## src/rtl/sigma_delta_adc_pkg.sv

```systemverilog
// ---------------------------------------------------------------------------
// sigma_delta_adc_pkg
//   Shared audio constants for the EAR input path. The mixer, the ULA and the
//   sigma-delta ADC all import these defaults so that the decimation ratio and
//   the Schmitt thresholds agree everywhere.
//
//   ADC_OSR_LOG2  log2 of the decimation window (cycles per sample)
//   EAR_HYST_HI   sample >= this sets the ear bit
//   EAR_HYST_LO   sample <= this clears the ear bit
//   ear_next()    Schmitt decision for one new sample
// ---------------------------------------------------------------------------
package sigma_delta_adc_pkg;

  localparam int unsigned ADC_OSR_LOG2 = 10;
  localparam int unsigned EAR_HYST_HI  = 640;
  localparam int unsigned EAR_HYST_LO  = 384;

  // Samples strictly between the thresholds keep the previous ear level.
  function automatic logic ear_next(input int unsigned smp,
                                    input logic        cur,
                                    input int unsigned hi,
                                    input int unsigned lo);
    if (smp >= hi) begin
      return 1'b1;
    end
    if (smp <= lo) begin
      return 1'b0;
    end
    return cur;
  endfunction

endpackage

```

## src/rtl/sync_2ff.sv

```systemverilog
// ---------------------------------------------------------------------------
// sync_2ff
//   Generic 1-bit two-flop synchronizer for asynchronous input pins.
//   Both stages clear to 0 on a synchronous active-high reset.
//
//   i_clk    destination clock
//   i_reset  synchronous, active-high
//   i_d      asynchronous input
//   o_q      synchronized output (two edges of latency)
// ---------------------------------------------------------------------------
module sync_2ff (
  input  logic i_clk,
  input  logic i_reset,
  input  logic i_d,
  output logic o_q
);

  logic r_s1;
  logic r_s2;

  always_ff @(posedge i_clk) begin
    if (i_reset) begin
      r_s1 <= 1'b0;
      r_s2 <= 1'b0;
    end else begin
      r_s1 <= i_d;
      r_s2 <= r_s1;
    end
  end

  assign o_q = r_s2;

endmodule

```

## src/rtl/sigma_delta_adc.sv

```systemverilog
// ---------------------------------------------------------------------------
// sigma_delta_adc
//   First-order sigma-delta ADC for the EAR (tape/line) input. An external RC
//   integrator and comparator close the loop through o_fb_out. The 1-bit
//   stream is decimated over 2^OSR_LOG2 cycles into an unsigned sample, and a
//   hysteretic ear bit is derived from each new sample for the ULA port.
//
//   i_clkdac        oversampling clock (shared with the audio DAC)
//   i_reset         synchronous, active-high
//   i_en            1 = decimator running, 0 = window held cleared
//   i_cmp_in        asynchronous comparator output
//   o_fb_out        feedback bit to the RC integrator (registered)
//   o_sample        last decimated sample, 0 .. 2^OSR_LOG2-1
//   o_sample_valid  one-cycle pulse, o_sample updated in the same cycle
//   o_clip          last window was all-0 or all-1
//   o_ear           Schmitt-thresholded sample
// ---------------------------------------------------------------------------
module sigma_delta_adc
  import sigma_delta_adc_pkg::*;
#(
  parameter int unsigned OSR_LOG2 = ADC_OSR_LOG2,
  parameter int unsigned HYST_HI  = EAR_HYST_HI,
  parameter int unsigned HYST_LO  = EAR_HYST_LO
) (
  input  logic                i_clkdac,
  input  logic                i_reset,
  input  logic                i_en,
  input  logic                i_cmp_in,
  output logic                o_fb_out,
  output logic [OSR_LOG2-1:0] o_sample,
  output logic                o_sample_valid,
  output logic                o_clip,
  output logic                o_ear
);

  logic                w_s2;
  logic                r_fb;
  logic [OSR_LOG2-1:0] r_win_cnt;
  logic [OSR_LOG2:0]   r_acc;
  logic [OSR_LOG2-1:0] r_sample;
  logic                r_valid;
  logic                r_clip;
  logic                r_ear;

  logic [OSR_LOG2:0]   w_sum;
  logic                w_win_end;
  logic                w_sum_full;
  logic                w_sum_zero;

  sync_2ff u_sync (
    .i_clk   (i_clkdac),
    .i_reset (i_reset),
    .i_d     (i_cmp_in),
    .o_q     (w_s2)
  );

  // The decimator integrates the bit actually driven onto the pin, so the
  // digital count matches the charge delivered to the integrator.
  assign w_sum      = r_acc + (OSR_LOG2 + 1)'(r_fb);
  assign w_win_end  = (r_win_cnt == {OSR_LOG2{1'b1}});
  // Sum never exceeds 2^N, so the top bit alone marks the all-ones window.
  assign w_sum_full = w_sum[OSR_LOG2];
  assign w_sum_zero = (w_sum == '0);

  always_ff @(posedge i_clkdac) begin
    if (i_reset) begin
      r_fb      <= 1'b0;
      r_win_cnt <= '0;
      r_acc     <= '0;
      r_sample  <= '0;
      r_valid   <= 1'b0;
      r_clip    <= 1'b0;
    end else begin
      r_fb    <= w_s2;
      r_valid <= 1'b0;
      if (i_en) begin
        if (w_win_end) begin
          r_sample  <= w_sum_full ? {OSR_LOG2{1'b1}} : w_sum[OSR_LOG2-1:0];
          r_clip    <= w_sum_zero | w_sum_full;
          r_valid   <= 1'b1;
          r_acc     <= '0;
          r_win_cnt <= '0;
        end else begin
          r_acc     <= w_sum;
          r_win_cnt <= r_win_cnt + OSR_LOG2'(1);
        end
      end else begin
        r_acc     <= '0;
        r_win_cnt <= '0;
      end
    end
  end

  // Ear follows the valid pulse by one edge, using the freshly latched sample.
  always_ff @(posedge i_clkdac) begin
    if (i_reset) begin
      r_ear <= 1'b0;
    end else if (r_valid) begin
      r_ear <= ear_next(32'(r_sample), r_ear, HYST_HI, HYST_LO);
    end
  end

  assign o_fb_out       = r_fb;
  assign o_sample       = r_sample;
  assign o_sample_valid = r_valid;
  assign o_clip         = r_clip;
  assign o_ear          = r_ear;

endmodule

```

## config.mk

```make
export PLATFORM = sky130hd
export DESIGN_NAME = sigma_delta_adc
export DESIGN_NICKNAME = d
export VERILOG_FILES = /design/src/rtl/sigma_delta_adc_pkg.sv /design/src/rtl/sync_2ff.sv /design/src/rtl/sigma_delta_adc.sv
export SDC_FILE = /design/constraint.sdc
export NUM_CORES = 1
export LEC_CHECK = 0
export CORE_AREA = 3 3 71 73
export DETAILED_ROUTE_END_ITERATION = 8
export DIE_AREA = 0 0 74 76
export PLACE_DENSITY = 0.53
export SLEW_MARGIN = 5
export SYNTH_ARGS = -nofsm -noshare
export SYNTH_HDL_FRONTEND = slang
export SYNTH_SLANG_ARGS = --single-unit
```

## constraint.sdc

```tcl
create_clock -name i_clkdac -period 2.75 [get_ports i_clkdac]
set_clock_uncertainty 0.2 [all_clocks]
set_input_delay 0.55 -clock i_clkdac [delete_from_list [all_inputs] [get_ports i_clkdac]]
set_output_delay 0.55 -clock i_clkdac [all_outputs]
set_load 0.02 [all_outputs]
```

[Word-level counts from Yosys, hierarchy flattened]
Index checks and enable logic that the tools add are counted.
Word-level totals
  register bits: 37
  bits of input ports: 4
  logic and storage cells: 35
Cells by class
  add/subtract/negate cells: 2
  order comparisons: 2
  equality and inequality tests: 1
  multiplexer cells: 13
  bitwise logic cells: 2
  reduce and logical (&&, ||, !) cells: 6
Operators with widths (number)
  $mux W1: 12
  $add A11 B1 Y11: 1
  $logic_not A11 Y1: 1
  $add A10 B1 Y10 const B: 1
  $eq A10 B10 Y1 const B: 1
  $ge A10 B10 Y1 const B: 1
  $le A10 B9 Y1 const B: 1
  $mux W10: 1
  $reduce_and A2 Y1: 2
  $reduce_or A3 Y1: 1
  $reduce_bool A2 Y1: 1
  $reduce_or A2 Y1: 1
  $not A1 Y1: 1
  $or A1 B1 Y1: 1

[Longest topological paths before layout]
Gate-level depths: netlist of run 1.
  word-level depth: 9
  depth in mapped cells: 9
  depth with buffers taken out: 7

[Cells and area by module]
Synthesis of run 1 repeated with hierarchy kept, for this count alone.
Second synthesis, totals
  cell total of the unflattened synthesis: 170
  area total of the unflattened synthesis: 1591.5 sq um
By module, submodules not included
  sigma_delta_adc: times used 1, cells each 166, area an instance 1539.0 sq um, seq. area each 700.7 sq um
  sync_2ff: times used 1, cells each 4, area an instance 52.6 sq um, seq. area each 40.0 sq um

[Least setup slack after synthesis of run 1]
OpenSTA, ideal clock, no wires.
  path type: register to register
  start point: register r_fb (netlist: o_fb_out)
  end point: register r_sample[3] (netlist: o_sample[3])
  library setup time: 0.124 ns
  arrival: 1.863 ns
  setup slack: 0.563 ns
  cell stages (with the launch flop): 10
  buffers on the path: 2
  cell sequence: dfxtp_1 -> ha_1 -> ha_1 -> buf_2 -> and4_1 -> nand4_2 -> xor2_1 -> and3_4 -> buf_6 -> a21oi_2
Between the ends
  cells in the longest elaborated chain, start to end: 2
Ends and longest elaborated chain
  start: declaration: RTL line sigma_delta_adc.sv:37  | logic r_fb;
  start signal: assignment: RTL line sigma_delta_adc.sv:74  | r_fb <= w_s2;
  $add A11 B1 Y11: RTL line sigma_delta_adc.sv:59  | assign w_sum = r_acc + (OSR_LOG2 + 1)'(r_fb);
  $mux W10: RTL line sigma_delta_adc.sv:78  | r_sample <= w_sum_full ? {OSR_LOG2{1'b1}} : w_sum[OSR_LOG2-1:0];
  end signal: assignment: RTL line sigma_delta_adc.sv:78
  end: declaration: RTL line sigma_delta_adc.sv:40  | logic [OSR_LOG2-1:0] r_sample;
No other way between the ends.
A chain may end at the register's enable or synchronous reset.

[Worst setup path after layout of run 1]
  start point: register r_fb (netlist: o_fb_out)
  end point: register r_sample[0] (netlist: o_sample[0])
The elaborated chain is that of the path after synthesis.

==> metrics.cfg, run 1 <==
[status]
run_status=completed

[yosys]
synthDistinctLibCells=33
syn-num-nets=172
ys_ff_latch=37
synthFlopType=dfxtp_1
postSynthCellCount=165
yosysWarnings=0
synth-edff-count=0
synth_commonest_cells=dfxtp_1, nor2_1, a21oi_1, xor2_1
yosysMostFrequentCell=dfxtp_1
synth_top_area_share_pct=47.2
yosys-top-cells-area=dfxtp_1, xor2_1, a21oi_2
ys_async_sr_fraction_pct=0
avgSynthCellArea_um2=9.50
synth_area_mm2=0.00157
ys_seq_area_share_pct=47.2
yosysTopAreaCell=dfxtp_1

[grt]
grtUsageTotal_pct=11.6
first_global_vias=1100
grt_max_degree=20
antenna_found_initial=0
grt_pass1_wl_mm=5.13
overflow=0

[sta]
max_slew_margin_pct=75.0
finalMaxSlewViolations=0
setup-tns-final_ns=0
fin_crit_ns=2.25
period_share_pct=81.9
max_freq_mhz=444
tightest_slew_ns=0.375
finalSetupViolCount=0
rsz0062_at_grt=no
hold_violations=0

[floorplan]
dieHeight_um=76
initial_core_util_pct=35.5
die_w_um=74
coreArea_mm2=0.00441
fp.dieArea_mm2=0.00562
io_pins=18
row_count=24

[cells_and_area]
area_growth_pct=18.1
drive_gt1_share_pct=13.0
antenna-diode-count=0
final_nets=191

[worst_setup_path]
critPathKind=reg -> reg
worstSetupEndpointType=flop
path_max_fanout=11
crit_start=o_fb_out
start_kind=flop
cp_data_required_time_ns=2.72
timing.rr.start=o_fb_out
cp.arrival_ns=2.22

[drt]
dr.pass1.iters=4
drt-initial-drc-count=61
vias=1171
route.detailed.drc=0
ant_nets=0
wire_per_inst_um=13.0
wirelength_mm=3.08
drt-vias-per-instance=4.96

[cts]
cts-hold-fix-buffers=0
clock_sinks=37
cts_tree=built
clock_latency_ns=0.28
cts_setup_buffers=0
htree_levels=2
root_buffer=clkbuf_8
cts_resized=0
cts.clk_slew.worst_paths_ns=0.07
cts_made_buffers=5
clk_path_buf_depth=2

[power_and_ir_drop]
leakage_nw=0.657
vdd_ir_drop_max_mv=0.193
power_density_mw_per_mm2=505
power_mw=0.935

[job]
drv_cap=0

[min_path]
holdCritStartpoint=u_sync.r_s1
hold_path_class=reg -> reg

[placement]
gp_congestion=0.742
dp_hpwl_mm=2.33
io_buffers=17

[critical path, cell delays in order, from the launching register on]
cell,delay [ns]
dfxtp_1,0.35
ha_1,0.24
ha_1,0.28
and4_1,0.26
nand4_2,0.13
xor2_1,0.24
and3_4,0.35
a21oi_1,0.09
[metrics by stage]
stage / utilization, % / area [um^2] / instances / setup WS, ns / hold WS (ns)
2_1_floorplan: - / 1570 / 165 / 0.563 / 0.214
5_1_grt: 42.0 / 1850 / 236 / 0.362 / 0.254
6_report: 42.0 / 1850 / 236 / 0.498 / 0.241
3_3_place_gp: 40.0 / 1770 / 229 / 0.385 / 0.239
3_5_place_dp: 40.0 / 1770 / 229 / 0.327 / 0.223
4_1_cts: 42.0 / 1850 / 236 / 0.428 / 0.241
[layer usage]
layer	up-vias	wire length, um	track usage, %
met1	530	1540	15.6
met2	26	1350	16.8
met5	-	0	0
met3	4	159	3.96
li1	611	-	-
met4	0	36	4.89
[cell families after synthesis]
family	after synthesis	synth area share [%]
and+or+nand+nor	65	23.0
DFF	37	47.2
AOI/OAI and AO/OA	31	13.3
xor gates and xnor gates	17	9.50
buffers and inverters	12	4.55
adders and majority gates	3	2.39
[cell usage in the layout (no fill, tap or decap), drive strengths merged]
master / instances
a2111o: 1
a211oi: 1
a21oi: 23
and3: 4
and4: 4
buf: 2
clkbuf: 7
clkdlybuf4s50: 17
dfxtp: 37
ha: 3
inv: 5
nand2: 6
nand3: 10
nand4: 4
nor2: 22
nor2b: 4
nor3: 2
nor3b: 2
nor4: 1
nor4b: 1
nor4bb: 1
o211ai: 2
o21a: 1
o21ai: 3
or2: 2
or3b: 1
or4: 1
xnor2: 6
xor2: 11
[power by group]
group | leakage, nW | internal [mW] | total, mW | switching (mW)
Clock | 0.0443 | 0.199 | 0.373 | 0.175
Combinational | 0.314 | 0.00801 | 0.0202 | 0.0122
Sequential | 0.299 | 0.539 | 0.541 | 0.00177
[path summary, 6_finish.rpt]
check	depth (start not counted)	end	slack, ns
worst max-delay path	7	o_sample[0]	0.50
worst min-delay path	1	u_sync.o_q	0.24
worst max register to register	7	o_sample[0]	0.50
worst min register to register	1	u_sync.o_q	0.24
[flip-flops by register name, summed over array words and instances (netlist names)]
signal          flops
r_acc              11
o_ear               1
r_win_cnt          10
o_sample           10
o_sample_valid      1
o_clip              1
u_sync.r_s1         1
o_fb_out            1
u_sync.o_q          1
[area by class of cell]
cell class / instances / area [um^2]
Sequential cell: 37 / 741
Tap cell: 52 / 65.1
Fill cell: 428 / 2560
Clock buffer: 7 / 86.3
Timing Repair Buffer: 19 / 185
Multi-Input combinational cell: 116 / 756
Inverter: 5 / 18.8
Power figures use the tool's default switching activity.
==> run 2: changes to the inputs <==
--- a/config.mk
+++ b/config.mk
@@ -8,7 +8,7 @@
 export CORE_AREA = 3 3 71 73
 export DETAILED_ROUTE_END_ITERATION = 8
 export DIE_AREA = 0 0 74 76
-export PLACE_DENSITY = 0.53
+export PLACE_DENSITY = 0.55
 export SLEW_MARGIN = 5
 export SYNTH_ARGS = -nofsm -noshare
 export SYNTH_HDL_FRONTEND = slang
==> constraint.sdc (replaced) <==
create_clock -name i_clkdac -period 1.9 [get_ports i_clkdac]
set_clock_uncertainty 0.2 [all_clocks]
set_input_delay 0.38 -clock i_clkdac [delete_from_list [all_inputs] [get_ports i_clkdac]]
set_output_delay 0.38 -clock i_clkdac [all_outputs]
set_load 0.02 [all_outputs]
==> run 2 against run 1 <==
Effect of this change: combinational power grew to 2.6 times the previous value; global-route usage grew 1.5 points; register-to-register slack got worse by 0.45 ns; via count up 9.3%; non-clock buffer count increased by 19; worst hold slack improved by 0.028 ns; worst setup slack worse by 0.46 ns; total power rose by 44%; final area is 15% higher; highest routed layer unchanged.
==> metrics.cfg, run 2 (synthesis gave the netlist of run 1 again) <==
[job]
drv_cap=0  ; unchanged

[floorplan]
io_pins=18  ; unchanged
row_count=24  ; unchanged
dieHeight_um=76  ; unchanged
initial_core_util_pct=35.5  ; unchanged
fp.dieArea_mm2=0.00562  ; unchanged
coreArea_mm2=0.00441  ; unchanged
die_w_um=74  ; unchanged

[worst_setup_path]
crit_slowest_cell=clkdlybuf4s50_1  ; was dfxtp_1
cp_data_required_time_ns=1.32  ; was 2.72 ns
worst-r2r-setup-slack_ns=0.05  ; was 0.50 ns
path_delay_family=buffers and inverters  ; was simple AND/OR/NAND/NOR gates
cp.arrival_ns=1.28  ; was 2.22 ns
crit_start=o_fb_out  ; unchanged
path_max_fanout=2  ; was 11
cp_num_buf_inv=1  ; was 0
start_kind=flop  ; unchanged
worstSetupEndpointType=output pin  ; was flop
worst_r2r_path_depth=7  ; unchanged
critPathKind=reg -> out  ; was reg -> reg
cp_slowest_stage_delay_ns=0.64  ; was 0.35 ns
timing.rr.start=o_fb_out  ; unchanged
rr_endpoint=o_sample[9]  ; was o_sample[0]
path_cells=clkdlybuf4s50_1  ; was ha_1 -> ha_1 -> and4_1 -> nand4_2 -> xor2_1 -> and3_4 -> a21oi_1

[cts]
htree_levels=2  ; unchanged
cts_tree=built  ; unchanged
clk_path_buf_depth=2  ; unchanged
root_buffer=clkbuf_8  ; unchanged
cts.clk_slew.worst_paths_ns=0.07  ; about the same
clock_sinks=37  ; unchanged
clock_latency_ns=0.28  ; about the same
cts_made_buffers=5  ; unchanged

[min_path]
hold_depth=1  ; unchanged
hold_path_class=reg -> reg  ; unchanged
min_to=u_sync.o_q  ; unchanged
holdCritStartpoint=u_sync.r_s1  ; unchanged

[placement]
gp_congestion=0.962  ; was 0.742
place_area_mm2=0.00192  ; was 0.00177 mm^2
dp_hpwl_mm=2.67  ; was 2.33 mm
io_buffers=17  ; unchanged

[cells_and_area]
design_area_mm2=0.00213  ; was 0.00185 mm^2
layout_commonest_cell=dfxtp_1  ; unchanged
multiInputGateArea_um2=855  ; was 756 um^2
top_register=r_acc  ; unchanged
layout.cells.most_common_list=dfxtp_1, nor2_1, buf_4  ; was dfxtp_1, nor2_1, clkdlybuf4s50_1
nFillCells=397  ; was 428
final_nets=211  ; was 191
regArea_um2=752  ; was 741 um^2
largest_reg_flops=11  ; unchanged
drive_gt1_share_pct=30.7  ; was 13.0%
antenna-diode-count=0  ; unchanged
area_growth_pct=35.8  ; was 18.1%

[drt]
route.detailed.drc=0  ; unchanged
wirelength_mm=3.63  ; was 3.08 mm
wire_per_inst_um=14.1  ; was 13.0 um
drt-initial-drc-count=55  ; was 61
vias=1280  ; was 1171
dr.pass1.iters=4  ; unchanged
drt-vias-per-instance=4.98  ; was 4.96
ant_nets=0  ; unchanged

[grt]
grt_pass1_wl_mm=5.74  ; was 5.13 mm
antenna_found_initial=0  ; unchanged
first_global_vias=1187  ; was 1100
grtUsageTotal_pct=13.2  ; was 11.6%
grt_max_degree=13  ; was 20
overflow=0  ; unchanged

[sta]
period_share_pct=97.8
hold_violations=0  ; unchanged
fin_crit_ns=1.86
rsz0062_at_grt=yes  ; was no
finalMaxSlewViolations=0  ; unchanged
tightest_slew_ns=0.314  ; was 0.375 ns
max_slew_margin_pct=78.9  ; was 75.0%
setup-tns-final_ns=0  ; unchanged
finalSetupViolCount=0  ; unchanged
max_freq_mhz=538

[power_and_ir_drop]
leakage_nw=0.839  ; was 0.657 nW
vdd_ir_drop_max_mv=0.279  ; was 0.193 mV
power_density_mw_per_mm2=634  ; was 505 mW/mm^2

[status]
run_status=completed  ; unchanged

run 2: cell types whose count changed in the layout (fill, tap and decap cells not counted), moves of 3 or more:
cell and delta:
dfxtp_2 +6, dlymetal6s2s_1 +3, ha_1 -3, buf_4 +16
clkdlybuf4s50_1 -3, dfxtp_1 -7
run 2: stage by stage:
stage	util (%)	hold slack, ns	worst slack [ns]	cells	total power [mW]
after floorplan	-	0.212	-0.0456	165	0.820
after global placement	43.5	0.230	-0.0126	244	0.846
after detailed placement	43.5	0.256	-0.0729	244	0.848
after CTS	46.5	0.270	0.00632	255	1.37
after global routing	48.2	0.279	-0.00992	257	1.42
final	48.2	0.269	0.0420	257	1.35
run 2: cell type report:
type | instances | area share [%]
flip-flops and latches | 37 | 35.3
clock inverters | 2 | 0.470
well taps | 52 | 3.06
multi-input cells | 117 | 40.2
inverters | 5 | 0.882
repair buffers | 38 | 16.7
clock buffers | 6 | 3.41
run 2: report_power, final:
group / internal (mW) / switching [mW]
Combinational: 0.0277 / 0.0246
Sequential: 0.779 / 0.00258
Clock: 0.254 / 0.260
run 2: per-layer routing:
metal | part of all wire [%] | wire (um) | vias to the layer above | global-route usage (%)
li1 | - | - | 649 | -
met1 | 46 | 1690 | 605 | 17.8
met2 | 49 | 1770 | 24 | 19.8
met3 | 4.3 | 157 | 2 | 3.96
met4 | 0.41 | 15 | 0 | 4.35
met5 | 0 | 0 | - | 0
run 2: what timing repair did:
action                                  CTS  global route
resized for setup                         5            21
buffers inserted                          2             1
hold buffers                              0             0
gates cloned                              1             1
endpoints found under the setup margin   11            34
pin swaps                                 6             4
run 2: how the worst max path moves through the flow:
stage / endpoint / depth (start not counted)
global route: o_sample[4] / 7
floorplan: o_sample[3] / 9
CTS: o_clip / 7
global placement: o_sample[0] / 7
finish: o_fb_out / 1
detailed placement: o_sample[0] / 7
==> run 3: changes to the inputs <==
--- a/config.mk
+++ b/config.mk
@@ -6,6 +6,7 @@
 export NUM_CORES = 1
 export LEC_CHECK = 0
 export CORE_AREA = 3 3 71 73
+export CTS_CLUSTER_SIZE = 10
 export DETAILED_ROUTE_END_ITERATION = 8
 export DIE_AREA = 0 0 74 76
 export PLACE_DENSITY = 0.55
==> results of run 3 <==
Same layout as run 2: the final DEF is identical, and so are final timing and power.
